$ cat src/rtl/bsearch_guess_ctrl_pkg.sv
`default_nettype none
// ============================================================================
// Module      : bsearch_guess_ctrl_pkg
// Description : Shared definitions for the binary-search guess controller.
//               Holds the FSM state encoding and the one-hot legal codes for
//               the comparator result vector {eq,gt,lt}.
// Revision    : 1.0 - initial release
// ============================================================================
package bsearch_guess_ctrl_pkg;

  // 2-bit state encoding; code 3 is unused and recovers to IDLE.
  typedef enum logic [1:0] {
    ST_IDLE = 2'd0,
    ST_CMP  = 2'd1,
    ST_DONE = 2'd2
  } state_t;

  // Legal comparator result codes, ordered {eq,gt,lt}.
  localparam logic [2:0] CODE_EQ = 3'b100;
  localparam logic [2:0] CODE_GT = 3'b010;
  localparam logic [2:0] CODE_LT = 3'b001;

  // True when exactly one of the three comparator outputs is set.
  function automatic logic is_legal_code(input logic [2:0] code);
    return (code == CODE_EQ) || (code == CODE_GT) || (code == CODE_LT);
  endfunction

endpackage
`default_nettype wire

$ cat src/rtl/bsearch_guess_ctrl.sv
`default_nettype none
// ============================================================================
// Module      : bsearch_guess_ctrl
// Description : Binary-search controller that drives the A input of an
//               external W-bit magnitude comparator and narrows [lo,hi]
//               from the fed-back eq/gt/lt until the secret is hit or the
//               range is exhausted.
// Ports       : clk   - rising-edge clock
//               rst   - synchronous active-high reset
//               start - begin a search (accepted in IDLE and DONE only)
//               eq/gt/lt - comparator results for the current guess
//               guess - registered guess, wired to comparator A
//               busy  - high while comparing
//               done  - high in DONE, held until the next start
//               found - valid with done: the secret equals guess
//               err   - valid with done: an illegal comparator code was seen
//               steps - compares performed in the current/last search
// Revision    : 1.0 - initial release
// ============================================================================
module bsearch_guess_ctrl
  import bsearch_guess_ctrl_pkg::*;
#(
  parameter int W  = 3,
  parameter int CW = 3
) (
  input  logic          clk,
  input  logic          rst,
  input  logic          start,
  input  logic          eq,
  input  logic          gt,
  input  logic          lt,
  output logic [W-1:0]  guess,
  output logic          busy,
  output logic          done,
  output logic          found,
  output logic          err,
  output logic [CW-1:0] steps
);

  localparam logic [W-1:0]  MAX_V      = '1;
  localparam logic [W-1:0]  INIT_GUESS = MAX_V >> 1;  // mid(0, 2^W-1)
  localparam logic [CW-1:0] STEPS_MAX  = '1;

  state_t        state;
  logic [W-1:0]  lo;
  logic [W-1:0]  hi;

  logic [2:0]    code;
  logic [W-1:0]  guess_dec;
  logic [W-1:0]  guess_inc;
  logic [W:0]    sum_gt;
  logic [W:0]    sum_lt;
  logic [W-1:0]  mid_gt;
  logic [W-1:0]  mid_lt;
  logic [CW-1:0] steps_nx;

  // Midpoints for the next guess. Sums are one bit wider so that the top
  // of the range cannot wrap before the shift. The decrement/increment only
  // feed these when guess is strictly inside the range, so they never wrap.
  always_comb begin
    code      = {eq, gt, lt};
    guess_dec = guess - W'(1);
    guess_inc = guess + W'(1);
    sum_gt    = {1'b0, lo} + {1'b0, guess_dec};
    sum_lt    = {1'b0, guess_inc} + {1'b0, hi};
    mid_gt    = W'(sum_gt >> 1);
    mid_lt    = W'(sum_lt >> 1);
    steps_nx  = (steps == STEPS_MAX) ? steps : steps + CW'(1);
  end

  always_ff @(posedge clk) begin
    if (rst) begin
      state <= ST_IDLE;
      lo    <= '0;
      hi    <= MAX_V;
      guess <= '0;
      steps <= '0;
      busy  <= 1'b0;
      done  <= 1'b0;
      found <= 1'b0;
      err   <= 1'b0;
    end else begin
      case (state)
        ST_IDLE, ST_DONE: begin
          if (start) begin
            state <= ST_CMP;
            lo    <= '0;
            hi    <= MAX_V;
            guess <= INIT_GUESS;
            steps <= '0;
            busy  <= 1'b1;
            done  <= 1'b0;
            found <= 1'b0;
            err   <= 1'b0;
          end
        end

        ST_CMP: begin
          steps <= steps_nx;
          if (!is_legal_code(code)) begin
            state <= ST_DONE;
            busy  <= 1'b0;
            done  <= 1'b1;
            err   <= 1'b1;
            found <= 1'b0;
          end else if (code == CODE_EQ) begin
            state <= ST_DONE;
            busy  <= 1'b0;
            done  <= 1'b1;
            found <= 1'b1;
          end else if (code == CODE_GT) begin
            if (guess == lo) begin
              // Nothing left below the guess: range exhausted.
              state <= ST_DONE;
              busy  <= 1'b0;
              done  <= 1'b1;
              found <= 1'b0;
            end else begin
              hi    <= guess_dec;
              guess <= mid_gt;
            end
          end else begin
            if (guess == hi) begin
              // Nothing left above the guess: range exhausted.
              state <= ST_DONE;
              busy  <= 1'b0;
              done  <= 1'b1;
              found <= 1'b0;
            end else begin
              lo    <= guess_inc;
              guess <= mid_lt;
            end
          end
        end

        default: begin
          state <= ST_IDLE;
          busy  <= 1'b0;
          done  <= 1'b0;
        end
      endcase
    end
  end

endmodule
`default_nettype wire

$ cat config.mk
export PLATFORM = sky130hd
export DESIGN_NAME = bsearch_guess_ctrl
export DESIGN_NICKNAME = d
export VERILOG_FILES = /design/src/rtl/bsearch_guess_ctrl_pkg.sv /design/src/rtl/bsearch_guess_ctrl.sv
export SDC_FILE = /design/constraint.sdc
export NUM_CORES = 1
export LEC_CHECK = 0
export CAP_MARGIN = 20
export CORE_UTILIZATION = 40
export CTS_BUF_LIST = sky130_fd_sc_hd__clkbuf_2 sky130_fd_sc_hd__clkbuf_4 sky130_fd_sc_hd__clkbuf_8
export CTS_CLUSTER_SIZE = 14
export DETAILED_ROUTE_END_ITERATION = 16
export GPL_TIMING_DRIVEN = 0
export MAX_ROUTING_LAYER = met4
export SYNTH_ARGS = -nofsm -noshare
export SYNTH_HDL_FRONTEND = slang
export SYNTH_SLANG_ARGS = --single-unit
$ cat constraint.sdc
create_clock -name clk -period 2.1 [get_ports clk]
set_input_delay 0.315 -clock clk [delete_from_list [all_inputs] [get_ports clk]]
set_output_delay 0.315 -clock clk [all_outputs]
set_load 0.01 [all_outputs]
## Word-level counts from Yosys, hierarchy flattened

Index checks and enable logic that the tools add are counted.

- Output and inout bits: 10
- Register bits: 18

- Equality and inequality tests: 21
- Mux-type cells: 47
- Add/subtract/negate cells: 5
- Reductions and logical operators: 12

Operators by type and width:

| kind | number |
|---|---|
| 3-bit 2-to-1 mux | 17 |
| 3-bit one-hot mux with 2 select lines | 4 |
| 2-bit inequality test (second input constant) | 9 |
| 6-bit AND reduction | 3 |
| 1-bit 2-to-1 mux | 15 |
| 2-bit 2-to-1 mux | 6 |
| 5-bit inequality test (second input constant) | 2 |
| 3-bit AND reduction | 3 |
| 3-bit by 3-bit adder with 4-bit output | 2 |
| 1-bit one-hot mux with 2 select lines | 4 |
| 3-bit by 1-bit adder with 3-bit output (second input constant) | 2 |
| 3-bit equality test | 2 |
| 3-bit equality test (second input constant) | 2 |
| 3-bit inequality test (second input constant) | 2 |
| 2-bit one-hot mux with 2 select lines | 1 |
| 4-bit AND reduction | 1 |
| 3-bit by 1-bit equality test with 1-bit output (second input constant) | 1 |
| 3-bit by 2-bit equality test with 1-bit output (second input constant) | 1 |
| 3-bit by 1-bit subtractor with 3-bit output (second input constant) | 1 |
| 2-bit by 1-bit equality test with 1-bit output (second input constant) | 1 |
| 2-bit equality test (second input constant) | 1 |
| 2-bit zero test | 1 |
| 1-bit logical OR | 2 |
| 2-bit nonzero test | 1 |
| 2-bit OR reduction | 1 |

## Longest topological paths before layout

Gate-level depths: netlist of run 1.

- Word-level depth: 7
- Gate-level depth with buffers: 9
- Gate-level depth less buffers: 9

## Worst setup path before layout of run 1

Ideal clock, no wire load.

- Kind: register to register
- From: register guess[0]
- To: register guess[1]
- Path buffers: 0
- Data required time: 2,040 ps
- Cell stages (with the launch flop): 8
- Path slack: 225 ps
- Setup time: 60 ps
- Period minus slack after synthesis: 1,875 ps
- Data arrival time: 1,815 ps
- Path through: dfxtp_1 inv_1 ha_1 inv_1 fa_1 xnor2_1 a41oi_1 o311a_1

- Word-level cells in the longest chain between the ends: 7
- Elaborated cells between the ends (all ways): 15
- Those cells by class: add/sub: 4; eq/ne: 4; mux: 6; reduce/logical: 1

Ends and longest elaborated chain:

| element | RTL line | RTL |
|---|---|---|
| from (decl) | bsearch_guess_ctrl.sv:32 | `output logic [W-1:0] guess,` |
| from (signal assigned) | bsearch_guess_ctrl.sv:120 | `guess <= mid_gt;` |
| from (signal assigned) | bsearch_guess_ctrl.sv:131 | `guess <= mid_lt;` |
| 3-bit by 1-bit adder with 3-bit output / 3-bit by 1-bit subtractor with 3-bit output (equally long branches) | bsearch_guess_ctrl.sv:63, bsearch_guess_ctrl.sv:62 |  |
| 3-bit by 3-bit adder with 4-bit output (on tied branches) | bsearch_guess_ctrl.sv:65, bsearch_guess_ctrl.sv:64 |  |
| 3-bit 2-to-1 mux (on tied branches) | bsearch_guess_ctrl.sv:123, bsearch_guess_ctrl.sv:112 |  |
| 3-bit 2-to-1 mux | bsearch_guess_ctrl.sv:111 | `end else if (code == CODE_GT) begin` |
| 3-bit 2-to-1 mux | bsearch_guess_ctrl.sv:106 | `end else if (code == CODE_EQ) begin` |
| 3-bit 2-to-1 mux | bsearch_guess_ctrl.sv:100 | `if (!is_legal_code(code)) begin` |
| 3-bit one-hot mux with 2 select lines | bsearch_guess_ctrl.sv:83 | `case (state)` |

Parallel ways exist; a longest one is shown, timed or not. The select of a mux whose other input is x is not followed.
A chain may end at the register's enable or synchronous reset.

## Final worst setup path of run 1

Ends and elaborated chain as after synthesis.

==> flow_summary.yaml, run 1 <==
yosys:
  yosys.area_share.xor_xnor: 0.0688
  synth_cell_types: 38
  synthAdderAreaFrac: 0.144
  synthSimpleGateAreaFrac: 0.209
  muxShareOfSynthArea: 0.0175
  synth_area_mm2: 0.00115
  yosys_warnings: 0
  synth_compound_gate_area_share: 0.217
  yosysSeqAreaShare: 0.297
  postSynthCellCount: 130
  avgSynthCellArea_um2: 8.82
  synth_top_family_by_area: "compound AO/OA/AOI/OAI gates"
  synth_seq_cells: 17
  synth_nets: 148
grt:
  grt_pass1_wl_mm: 4.29
  grt_pass1_vias: 908
  antenna_found_initial: 0
  grt-ovfl-total: 0
  grt_max_degree: 11
  gr-usage-all-layers: 0.183
floorplan:
  coreArea_mm2: 0.00273
  die_height_um: 55.5
  die_w_um: 55.5
  initial_utilization: 0.419
  io_pins: 16
  core.rowCount: 19
  dieArea_mm2: 0.00308
clocking:
  path_clk_slew_ns: 0.10
  htree_num_levels: 1
  clk_latency_ns: 0.29
  cts_buffers: 3
  cts_setup_buffers: 0
  clock-sinks: 17
  cts_root_buf: "clkbuf_4"
  clock_path_buffers: 2
  cts_tree: "done"
final_layout:
  stdcell_count: 180
  area_growth_pct: 19.3
  most-common-layout-cells: "15 x dfxtp_1, 15 x clkdlybuf4s50_1, 13 x a21oi_1"
  finalNetCount: 168
  antenna_cells: 0
  final_area_mm2: 0.00137
  drive_above_1_share: 0.121
hold_path:
  min_from: "err$_SDFFE_PP0P_"
  min_to: "err$_SDFFE_PP0P_"
  whs_path_depth: 2
  hold_class: "reg2reg"
timing:
  slew_headroom: 0.697
  layout_min_cycle_time_ns: 1.96
  worstMarginPinSlew_ns: 0.454
  period_share: 0.934
  worst_slack_ns: 0.139
  report.final.slew_viol_count: 0
  fmax_mhz: 510
  skew_ns: 0.00160
  whs_ns: 0.467
  final-hold-violation-count: 0
  setup_viol_count_final: 0
  fin_tns_setup_ns: 0
critical_path:
  r2r_end: "guess[1]$_SDFFE_PP0P_"
  critPathMaxStageDelay_ns: 0.40
  r2r_start: "guess[0]$_SDFFE_PP0P_"
  reg2reg_depth: 7
  path_cells: "inv_1, ha_1, inv_2, fa_1, xnor2_1, a41oi_1, o311a_1"
  criticalPathCategory: "reg2reg"
  worstPathRequired_ns: 2.33
  reg2reg_slack_ns: 0.14
  cp-end-kind: "flip-flop"
  crit_fanout: 6
  critPathSlowestCell: "dfxtp_2"
  arrival_ns: 2.20
  crit_path_start_kind: "flip-flop"
placement:
  hpwl_mm: 1.95
  finalWeightedCongestion: 0.870
  preCtsSetupSlack_ns: -0.0846
  port_buffers: 15
  placed_cells: 176
  place_area_mm2: 0.00134
power:
  cellPowerDensity_mw_per_mm2: 615
  p_leak_nw: 0.553
  max-vdd-ir-drop_mv: 0.624
flow_run:
  cap_violations: 0
route:
  vias: 987
  routed_wl_mm: 2.55
  wl_per_cell_um: 14.1
  firstDrtPassIters: 4
  drc: 0
  vias_per_cell: 5.48
  antenna_left: 0
  drtIter0Drc: 25
run_status:
  status: "finished clean"
## power breakdown
group	internal, W	total [W]	switching (W)
Combinational	0.000127	0.000280	0.000153
Sequential	0.000344	0.000369	0.0000246
Clock	0.0000868	0.000191	0.000104
## worst max-delay path by stage
| stage | start | to | slack (ns) |
|---|---|---|---|
| 2_1_floorplan | guess[0]$_SDFFE_PP0P_ | guess[1]$_SDFFE_PP0P_ | 0.22 |
| 3_3_place_gp | eq | hi[2]$_SDFFE_PP1P_ | -0.06 |
| 3_5_place_dp | eq | hi[2]$_SDFFE_PP1P_ | -0.08 |
| 4_1_cts | guess[0]$_SDFFE_PP0P_ | guess[2]$_SDFFE_PP0P_ | 0.03 |
| 5_1_grt | guess[0]$_SDFFE_PP0P_ | guess[2]$_SDFFE_PP0P_ | -0.007 |
| 6_report | guess[0]$_SDFFE_PP0P_ | guess[1]$_SDFFE_PP0P_ | 0.14 |
## flip-flops by register name, indices dropped and copies added (netlist names)
name / cells
busy: 1
state: 1
guess: 3
steps: 3
err: 1
found: 1
hi: 3
lo: 3
done: 1
## cell type report
class	count	area [um^2]
plain buffers	5	35.0
clock buffers	4	30.0
fillers	273	1370
inverters	5	18.8
multi-input cells	103	752
flip-flops and latches	17	343
well taps	31	38.8
repair buffers	15	150
## cells in the mapped netlist
cell | count | area (um^2)
o21ai_1 | 2 | 10.0
o211a_1 | 1 | 10.0
o311a_1 | 1 | 10.0
nor3_1 | 2 | 10.0
a31oi_4 | 1 | 21.3
nand3_1 | 7 | 35.0
o211a_4 | 1 | 17.5
a41oi_1 | 1 | 8.76
a31o_2 | 1 | 8.76
nand4_1 | 1 | 6.26
inv_1 | 5 | 18.8
and2b_1 | 1 | 7.51
buf_6 | 2 | 22.5
nor2b_1 | 3 | 18.8
ha_1 | 10 | 125
or3b_1 | 1 | 8.76
o211ai_1 | 2 | 15.0
o21ai_0 | 5 | 25.0
a21o_1 | 1 | 7.51
nor2_1 | 11 | 41.3
nand2b_1 | 3 | 18.8
mux2i_1 | 2 | 20.0
buf_2 | 1 | 5.00
a311oi_1 | 1 | 8.76
a31oi_1 | 2 | 12.5
a211oi_4 | 1 | 20.0
xor2_1 | 2 | 17.5
clkbuf_1 | 2 | 7.51
fa_1 | 2 | 40.0
nand2_1 | 11 | 41.3
nand2b_2 | 2 | 17.5
or3_1 | 2 | 12.5
o311ai_1 | 1 | 8.76
or3b_2 | 1 | 8.76
xnor2_1 | 7 | 61.3
a21oi_1 | 13 | 65.1
nand4_2 | 1 | 12.5
dfxtp_1 | 17 | 340
## critical path: cells and delay by family (launching register included)
kind | cells | cell delay [ns]
DFF | 1 | 0.40
AOI/OAI and AO/OA | 2 | 0.40
adders and majority gates | 2 | 0.77
buffers and inverters | 2 | 0.19
xor gates and xnor gates | 1 | 0.15
## kinds of logic (layout without fill, tap and decap cells)
logic type      Yosys count  after routing
buf+inv                  10             29
xor+xnor                  9              9
fa+ha+maj                12             12
flops                    17             17
compound gates           34             34
simple gates             46             46
mux                       2              2
## repair_timing
action,CTS,global route
endpoints found under the setup margin,0,2
hold buffers,0,0
resized for setup,0,3
## through the flow
step | total power [W] | utilization
CTS | 0.000845 | 0.499
detailed placement | 0.000652 | 0.488
finish | 0.000841 | 0.500
global placement | 0.000646 | 0.488
global route | 0.000895 | 0.500
floorplan | 0.000560 | -
## metal layers
layer,up-vias,track usage,share of wire,routed length (um)
li1,498,-,-,-
met1,468,0.225,0.47,1200
met2,19,0.306,0.48,1230
met3,2,0.0492,0.040,101
met4,0,0.0321,0.0035,9
met5,-,-,0,0
(Power assumes the default switching activity.)
==> inputs of run 2 (changes only) <==
Settings changed: CORE_ASPECT_RATIO set to 1.1.
Clock period 2.1 ns to 2 ns, I/O delays scaled along.
==> flow_summary.yaml, run 2 (synthesis gave the netlist of run 1 again) <==
run_status:
  status: "finished clean"
floorplan:
  coreArea_mm2: 0.00275
  initial_utilization: 0.416
  core.rowCount: 20
  dieArea_mm2: 0.00308
  io_pins: 16
  die_height_um: 58.1
  die_w_um: 53.0
clocking:
  clock_path_buffers: 2
  path_clk_slew_ns: 0.12
  htree_num_levels: 1
  clock-sinks: 17
  cts_tree: "done"
  clk_latency_ns: 0.30
  cts_buffers: 3
  cts_root_buf: "clkbuf_4"
  ctsHoldBuffers: 0
final_layout:
  multi_input_area_um2: 768
  final_area_mm2: 0.00141
  final_common_cell: "dfxtp_1"
  seqCellArea_um2: 345
  drive_above_1_share: 0.146
  finalNetCount: 170
  final_util: 0.511
  most-common-layout-cells: "15 x dfxtp_1, 14 x clkdlybuf4s50_1, 13 x a21oi_1"
  area_growth_pct: 22.8
  antenna_cells: 0
  fillerInstances: 272
route:
  drc: 0
  vias: 1027
  drtIter0Drc: 31
  wl_per_cell_um: 14.4
  firstDrtPassIters: 4
  routed_wl_mm: 2.66
  vias_per_cell: 5.58
  antenna_left: 0
critical_path:
  arrival_ns: 2.12
  cp-end-kind: "flip-flop"
  path_cells: "clkinvlp_4, ha_4, inv_1, fa_1, xnor2_1, a41oi_1, o311a_1"
  critPathMaxStageDelay_ns: 0.42
  crit_fanout: 4
  crit_path_start_kind: "flip-flop"
  critPathSlowestCell: "fa_1"
  worstPathRequired_ns: 2.20
  criticalPathCategory: "reg2reg"
grt:
  gr-usage-all-layers: 0.199
  grt-ovfl-total: 0
  grt_pass1_vias: 969
  grt_max_degree: 11
  grt_pass1_wl_mm: 4.37
  antenna_found_initial: 0
timing:
  worstMarginPinSlew_ns: 0.484
  slew_headroom: 0.677
  fmax_mhz: 521
  final-hold-violation-count: 0
  layout_min_cycle_time_ns: 1.92
  skew_ns: 0.00831
  setup_viol_count_final: 0
  report.final.slew_viol_count: 0
  period_share: 0.961
placement:
  hpwl_mm: 1.95
  finalWeightedCongestion: 0.812
  port_buffers: 15
  place_area_mm2: 0.00134
power:
  p_leak_nw: 0.571
  power_w: 0.000896
  max-vdd-ir-drop_mv: 0.366
  cellPowerDensity_mw_per_mm2: 637
flow_run:
  cap_violations: 0
hold_path:
  hold_class: "in2reg"
-- run 2: final timing paths --
kind	from	to	slack, ns	cells after the start
setup / recovery	guess[0]$_SDFFE_PP0P_	guess[1]$_SDFFE_PP0P_	0.08	7
hold / removal	eq	found$_SDFFE_PP0P_	0.41	3
setup reg to reg	guess[0]$_SDFFE_PP0P_	guess[1]$_SDFFE_PP0P_	0.08	7
hold reg to reg	err$_SDFFE_PP0P_	err$_SDFFE_PP0P_	0.46	2
-- run 2: final cells by class --
| class | count | share of cell area |
|---|---|---|
| multi-input combinational | 103 | 0.546 |
| sequential | 17 | 0.245 |
| timing repair buffer | 17 | 0.119 |
| tap | 33 | 0.0293 |
| buffer | 5 | 0.0249 |
| clock buffer | 3 | 0.0160 |
| inverter | 5 | 0.0160 |
| clock inverter | 1 | 0.00356 |
-- run 2: report_power, final --
part	total [W]	switching (W)	internal [W]
clock network	0.000197	0.000123	0.0000745
registers	0.000387	0.0000253	0.000361
logic	0.000312	0.000168	0.000145
-- run 2: routing by layer --
layer	up-vias	global-route usage	wire length (um)
met5	-	-	0
met4	0	0.0677	43
met3	7	0.0236	104
met2	26	0.300	1200
met1	485	0.272	1300
li1	509	-	-
-- run 2: through the flow --
| step | std cells | setup TNS (ns) | hold WS (ns) | worst slack, ns |
|---|---|---|---|---|
| floorplan | 130 | 0 | 0.372 | 0.125 |
| global placement | 178 | -1.20 | 0.442 | -0.185 |
| detailed placement | 178 | -1.51 | 0.446 | -0.237 |
| CTS | 182 | 0 | 0.461 | 0.00260 |
| global route | 184 | -0.0437 | 0.439 | -0.0231 |
| finish | 184 | 0 | 0.407 | 0.0788 |
-- run 2: what timing repair did --
item | CTS | global route
setup endpoints to repair | 2 | 5
buffers inserted | 0 | 2
cloned | 0 | 0
resized for setup | 3 | 4
pin swaps | 0 | 2
-- run 2: worst max-delay path: cells and delay by family (launching register included) --
family,cells,cell delay [ns]
buf+inv,2,0.22
xor+xnor,1,0.19
fa+ha+maj,2,0.73
flops,1,0.39
compound gates,2,0.30
==> inputs of run 3 (changes only) <==
Settings changed: CTS_CLUSTER_DIAMETER set to 200.
==> results of run 3 <==
Same layout as run 2: the final DEF is identical, and so are final timing and power.
